==> config.mk <==
export PLATFORM = sky130hd
export DESIGN_NAME = s32x_sdr_bridge
export DESIGN_NICKNAME = d
export VERILOG_FILES = /design/src/rtl/s32x_sdr_bridge_pkg.sv /design/src/rtl/s32x_sdr_bridge.sv
export SDC_FILE = /design/constraint.sdc
export NUM_CORES = 1
export LEC_CHECK = 0
export BUFFER_PORTS_ARGS = -buffer_cell sky130_fd_sc_hd__buf_2
export CAP_MARGIN = 20
export CORE_ASPECT_RATIO = 1.5
export CORE_UTILIZATION = 40
export DETAILED_ROUTE_END_ITERATION = 8
export PLACE_DENSITY = 0.66
export SLEW_MARGIN = 40
export SYNTH_ARGS = -nofsm -noshare
export SYNTH_HDL_FRONTEND = slang
export SYNTH_SLANG_ARGS = --single-unit
==> constraint.sdc <==
create_clock -name CLK -period 3.1 [get_ports CLK]
set_input_delay 0.155 -clock CLK [delete_from_list [all_inputs] [get_ports CLK]]
set_output_delay 0.155 -clock CLK [all_outputs]
set_load 0.03 [all_outputs]
==> src/rtl/s32x_sdr_bridge_pkg.sv <==
// Shared types for the 32X SH-2 SDRAM bridge: FSM states, write-buffer entry,
// read-hit register and the byte-merge helper.
package s32x_sdr_bridge_pkg;

    localparam int SDR_AW = 17;
    localparam int SDR_DW = 16;

    typedef enum logic [1:0] {
        IDLE   = 2'd0,
        WR_REQ = 2'd1,
        RD_REQ = 2'd2
    } bridge_state_e;

    typedef struct packed {
        logic [SDR_AW-1:0] addr;
        logic [SDR_DW-1:0] data;
        logic [1:0]        be;
    } wbuf_t;

    typedef struct packed {
        logic              valid;
        logic [SDR_AW-1:0] addr;
        logic [SDR_DW-1:0] data;
    } hit_t;

    // Replace the enabled bytes of old_d with those of new_d.
    function automatic logic [SDR_DW-1:0] merge_bytes(input logic [SDR_DW-1:0] old_d,
                                                      input logic [SDR_DW-1:0] new_d,
                                                      input logic [1:0]        be);
        merge_bytes = {be[1] ? new_d[15:8] : old_d[15:8],
                       be[0] ? new_d[7:0]  : old_d[7:0]};
    endfunction

endpackage

==> src/rtl/s32x_sdr_bridge.sv <==
// SH-2 SDRAM strobe bus to request/acknowledge bridge with a one-deep posted
// write buffer and a single-word read-hit register.
module s32x_sdr_bridge
    import s32x_sdr_bridge_pkg::*;
#(
    parameter bit RD_HIT_EN = 1'b1,
    parameter int MEM_AW    = 17
) (
    input  logic              CLK,
    input  logic              RST_N,
    input  logic [16:0]       SDR_A,
    input  logic [15:0]       SDR_DO,
    input  logic              SDR_CS,
    input  logic [1:0]        SDR_WE,
    input  logic              SDR_RD,
    output logic [15:0]       SDR_DI,
    output logic              SDR_WAIT,
    output logic [MEM_AW-1:0] MEM_ADDR,
    output logic [15:0]       MEM_DO,
    output logic [1:0]        MEM_BE,
    output logic              MEM_WR,
    output logic              MEM_REQ,
    input  logic              MEM_ACK,
    input  logic [15:0]       MEM_DI
);

    bridge_state_e state_q, state_d;
    wbuf_t         wb_q, wb_d;
    logic          wb_vld_q, wb_vld_d;
    hit_t          hit_q, hit_d;
    logic          served_q, served_d;
    logic [16:0]   srv_a_q;
    logic          srv_rd_q;
    logic [1:0]    srv_we_q;
    logic          mem_req_q, mem_req_d;
    logic          mem_wr_q;
    logic [16:0]   mem_addr_q;
    logic [15:0]   mem_do_q;
    logic [1:0]    mem_be_q;
    logic [15:0]   sdr_di_q;

    logic acc, is_wr, is_rd, srv_live, fresh;
    logic ack_wr, ack_rd, hit_match, rd_hit, rd_ack;
    logic wr_rdy, ready, wr_acc, rd_done, rd_miss;
    logic enter_wr, enter_rd;

    assign acc   = SDR_CS & (SDR_RD | (SDR_WE != 2'b00));
    assign is_wr = (SDR_WE != 2'b00);
    assign is_rd = SDR_RD & ~is_wr;

    // The served flag only holds while the SH-2 keeps presenting the same access.
    assign srv_live = served_q & acc & (SDR_A == srv_a_q) & (SDR_RD == srv_rd_q)
                    & (SDR_WE == srv_we_q);
    assign fresh    = acc & ~srv_live;

    assign ack_wr    = MEM_ACK & mem_req_q & (state_q == WR_REQ);
    assign ack_rd    = MEM_ACK & mem_req_q & (state_q == RD_REQ);
    assign hit_match = RD_HIT_EN & hit_q.valid & (hit_q.addr == SDR_A);
    assign rd_hit    = is_rd & hit_match & ~wb_vld_q;
    // A returning read only serves a current read of the same word with no newer write queued.
    assign rd_ack    = is_rd & ack_rd & (mem_addr_q == SDR_A) & ~wb_vld_q;

    assign wr_rdy   = ~wb_vld_q | ack_wr;
    assign ready    = is_wr ? wr_rdy : (rd_hit | rd_ack);
    assign SDR_WAIT = fresh & ~ready;
    assign wr_acc   = fresh & is_wr & wr_rdy;
    assign rd_done  = fresh & (rd_hit | rd_ack);
    assign rd_miss  = fresh & is_rd & ~hit_match;

    assign SDR_DI = ack_rd ? MEM_DI : (rd_hit ? hit_q.data : sdr_di_q);

    always_comb begin
        wb_vld_d = wb_vld_q;
        wb_d     = wb_q;
        if (ack_wr) wb_vld_d = 1'b0;
        if (wr_acc) begin
            wb_vld_d  = 1'b1;
            wb_d.addr = SDR_A;
            wb_d.data = SDR_DO;
            wb_d.be   = SDR_WE;
        end
    end

    // Read fill first, then any write accepted this cycle merges on top of it.
    always_comb begin
        hit_d = hit_q;
        if (ack_rd) begin
            hit_d.valid = 1'b1;
            hit_d.addr  = mem_addr_q;
            hit_d.data  = (wb_vld_q && wb_q.addr == mem_addr_q)
                        ? merge_bytes(MEM_DI, wb_q.data, wb_q.be) : MEM_DI;
        end
        if (wr_acc && hit_d.valid && hit_d.addr == SDR_A)
            hit_d.data = merge_bytes(hit_d.data, SDR_DO, SDR_WE);
        hit_d.valid = hit_d.valid & RD_HIT_EN;
    end

    always_comb begin
        state_d = state_q;
        case (state_q)
            IDLE: begin
                if (wb_vld_d)     state_d = WR_REQ;
                else if (rd_miss) state_d = RD_REQ;
            end
            WR_REQ: if (ack_wr) state_d = rd_miss ? RD_REQ : IDLE;
            RD_REQ: if (ack_rd) state_d = IDLE;
            default: state_d = IDLE;
        endcase
    end

    // Request drops for one cycle after every ACK, even when chaining WR_REQ into RD_REQ.
    assign mem_req_d = (state_d != IDLE) & ~(ack_wr | ack_rd);
    assign served_d  = (wr_acc | rd_done) ? 1'b1 : srv_live;
    assign enter_wr  = (state_d == WR_REQ) & (state_q != WR_REQ);
    assign enter_rd  = (state_d == RD_REQ) & (state_q != RD_REQ);

    always_ff @(posedge CLK or negedge RST_N) begin
        if (!RST_N) begin
            state_q    <= IDLE;
            wb_vld_q   <= 1'b0;
            wb_q       <= '0;
            hit_q      <= '0;
            served_q   <= 1'b0;
            srv_a_q    <= '0;
            srv_rd_q   <= 1'b0;
            srv_we_q   <= '0;
            mem_req_q  <= 1'b0;
            mem_wr_q   <= 1'b0;
            mem_addr_q <= '0;
            mem_do_q   <= '0;
            mem_be_q   <= '0;
            sdr_di_q   <= '0;
        end else begin
            state_q   <= state_d;
            wb_vld_q  <= wb_vld_d;
            wb_q      <= wb_d;
            hit_q     <= hit_d;
            served_q  <= served_d;
            mem_req_q <= mem_req_d;
            if (wr_acc || rd_done) begin
                srv_a_q  <= SDR_A;
                srv_rd_q <= SDR_RD;
                srv_we_q <= SDR_WE;
            end
            if (enter_wr) begin
                mem_addr_q <= wb_d.addr;
                mem_do_q   <= wb_d.data;
                mem_be_q   <= wb_d.be;
                mem_wr_q   <= 1'b1;
            end else if (enter_rd) begin
                mem_addr_q <= SDR_A;
                mem_be_q   <= 2'b11;
                mem_wr_q   <= 1'b0;
            end
            if (ack_rd)      sdr_di_q <= MEM_DI;
            else if (rd_hit) sdr_di_q <= hit_q.data;
        end
    end

    assign MEM_REQ  = mem_req_q;
    assign MEM_WR   = mem_wr_q;
    assign MEM_ADDR = MEM_AW'(mem_addr_q);
    assign MEM_DO   = mem_do_q;
    assign MEM_BE   = mem_be_q;

endmodule
==> metrics.txt <==
Post-Syn Instances ~640; Setup CP Type reg -> out; Slew Viols, Final 0; CTS H-tree depth 4; worst path required time a little under 3 ns; final core occ approximately 51%; r2r setup slk 0.21 ns; asr flop ratio synth between 90% and 100%; DR vias/cell ~5.4; Slowest cell on crit path or4_1; Vias roughly 5500; synth unique cells 50; worst hold start MEM_DI[7]; CTS buffer count 17; clk sink count between 100 and 150; largest cells by area after synthesis dfrtp_1, mux2_2, xnor2_1, mux2i_1, nand2_1; Yosys top cell by area dfrtp_1; DRC Markers 5; period utilization slightly below 100%; crit path DAT ~2.9 ns; r2r worst-path depth 9; Die ar. 18700 sq um; most common cell in the synthesized netlist dfrtp_1; Cells after DPL between 900 and 1000; Clock Tree Root clkbuf_16; Design Area, Final slightly above 9000 sq um; RD Place Congestion 0.879; Max VDD drop about 0.65 mV; mapped cell area a little over 7000 sq um; antenna violations before repair 0; status finished, violations left; initial cell density of the core 40.7%; hold crit path type in -> reg; P&R area growth vs syn 24.6%; cell mode on critical path or4_1; # IOs between 100 and 150; Least-Margin Pin Slew 0.562 ns; register area between 3000 and 4000 sq um; area occupied by multi-input gates 3410 sq um; Final HPWL DP 13.8 mm; diodes inserted 0; Post-Synthesis Mean Instance Area ~11 sq um; fmax between 0.3 and 0.4 GHz; worst hold endpoint sdr_di_q[7]; WHS Path Cells 3; PwrDens around 950 nW/um^2; gr usage total a little over a fifth; Critical R2R Capture hit_q[15]; leakage 4.45 nW; clock slew at reported path FFs approximately 0.060 ns; DIE WIDTH 112 um; first-pass GRT wire length a little over 30 mm; Yosys top cell area share between 50 and 60%; Die Span Y 167 um; Final #Nets roughly 840; Post-synth EDFFs 0; critical path peak fanout 2; Crit. End Element primary output; RR Startpoint MEM_REQ; FILL cells 1617; DP Area slightly above 8000 sq um; Port Buffers about 110; failing checks design-rule violations; final WL approximately 19 mm; Synth Flop Type dfrtp_1; fraction of layout cells with a size suffix above 1 between 30% and 40%; synthesized flop and latch total roughly 150; Detailed Routing Iterations Pass 1 6; most frequent cells after synthesis dfrtp_1, nand2_1, mux2_2, xnor2_1, o21ai_0; warnings from Yosys 0; Post-DRT Antenna Nets 0; vias in the first global route 5720; Avg WL per Cell about 19 um; Setup Skew about 0.012 ns; Net Count, Synth just under 700; Seq/Total Area, Yosys 50.3%; Setup Buffers After CTS 0; Max-cap violations 0; Rel. slew slack about 62%; Std-Cell Rows 60; type of origin of the critical path flop; GR Overflow Total 0; slowest stage delay, CP between 0.5 and 0.6 ns; non-filler instance count after layout just over 1000; Final min period 3.00 ns; final setup TNS 0 ns; Longest Clk Path Bufs 2; TritonCTS clock tree yes; Fin. Hold Viols 0; clock latency on the worst-skew pair 0.43 ns; largest net degree at the start of global routing 93; crit-path cells xnor2_2, nand4_1, or4_1, or4_1, a211o_1, a31oi_1, nor2b_1, buf_2; core area around 18000 sq um; Setup violations, final 0; Iter 0 DRT Violations 230
==> registers in the layout, indices dropped and copies added, names as in the netlist <==
register / cells
MEM_ADDR: 17
MEM_BE: 2
MEM_DO: 16
MEM_REQ: 1
MEM_WR: 1
hit_q: 34
sdr_di_q: 16
served_q: 1
srv_a_q: 17
srv_rd_q: 1
srv_we_q: 2
state_q: 2
wb_q: 35
wb_vld_q: 1
==> metrics by stage <==
stage               total power, mW  worst slack, ns  hold slack (ns)
finish                         8.61           0.0993          0.00190
detailed placement             6.50            0.156            0.159
CTS                            8.63           0.0639        0.0000197
global placement               6.44            0.239            0.152
floorplan                      5.47            0.154           -0.141
global route                   9.05          -0.0517          0.00641
==> logic make-up (layout without fill, tap and decap cells) <==
kind of cell / after synthesis / count (layout) / share of synthesized area, %
compound gates: 99 / 99 / 9.59
xor+xnor: 63 / 63 / 7.59
buf+inv: 57 / 216 / 3.38
flops: 146 / 146 / 50.3
mux: 118 / 118 / 18.6
simple gates: 153 / 153 / 10.6
==> worst max-delay path, delay by kind of cell (launching register included) <==
| kind | cells | cell delay, ns |
|---|---|---|
| DFF | 1 | 0.41 |
| and+or+nand+nor | 4 | 1.16 |
| buffers and inverters | 1 | 0.18 |
| AOI/OAI and AO/OA | 2 | 0.50 |
| xor gates and xnor gates | 1 | 0.18 |
==> report_power, final <==
group | switching [mW] | total (mW) | internal [mW]
clock | 0.883 | 2.10 | 1.22
sequential | 0.558 | 3.22 | 2.66
combinational | 1.78 | 3.29 | 1.52
total | 3.22 | 8.61 | 5.39
==> cell type report <==
| class | instances | area share [%] |
|---|---|---|
| repair buffers | 167 | 11.6 |
| flip-flops and latches | 146 | 40.3 |
| well taps | 217 | 3.00 |
| clock buffers | 18 | 4.74 |
| inverters | 17 | 0.705 |
| clock inverters | 14 | 1.89 |
| multi-input cells | 433 | 37.7 |
==> repair_timing <==
action | in CTS | in global routing
hold buffers | 22 | 0
endpoints found under the setup margin | 0 | 1
resized for setup | 0 | 7
hold endpoints to repair | 87 | 0
==> cell usage in the layout, fill, tap and decap left out, types with 3 or more instances in the layout <==
master and count:
nor4_1 4, nor3_1 3, nor2b_1 5, nand3_1 10, mux2i_1 33, a22o_1 4
nand4_1 16, dfrtp_1 146, xor2_1 15, mux2_2 68, inv_1 17, xnor2_1 44
inv_6 3, nor2_1 10, buf_2 108, nand2b_1 4, inv_8 4, xnor2_2 4
dlygate4sd3_1 22, or4_1 3, clkinvlp_4 3, o21ai_0 47, a221o_1 17, buf_4 35
mux2_4 17, and3_1 18, nand4b_1 3, a21oi_1 3, clkbuf_16 17, nand2_1 70
==> worst max path at each step <==
| stage | from | endpoint | cells after the start |
|---|---|---|---|
| final | hit_q[16] | SDR_WAIT | 8 |
| after global routing | hit_q[16] | SDR_WAIT | 8 |
| after CTS | MEM_ADDR[7] | SDR_WAIT | 9 |
| after detailed placement | SDR_A[12] | srv_a_q[0] | 10 |
| after global placement | SDR_A[12] | srv_a_q[1] | 10 |
| after floorplan | MEM_REQ | hit_q[0] | 8 |
==> layer usage <==
metal | part of all wire, % | global-route usage (%)
met3 | 4.6 | 3.86
met2 | 52 | 37.6
met4 | 3.4 | 10.0
met1 | 40 | 24.2
met5 | 0 | 0
Power figures use the tool's default switching activity.
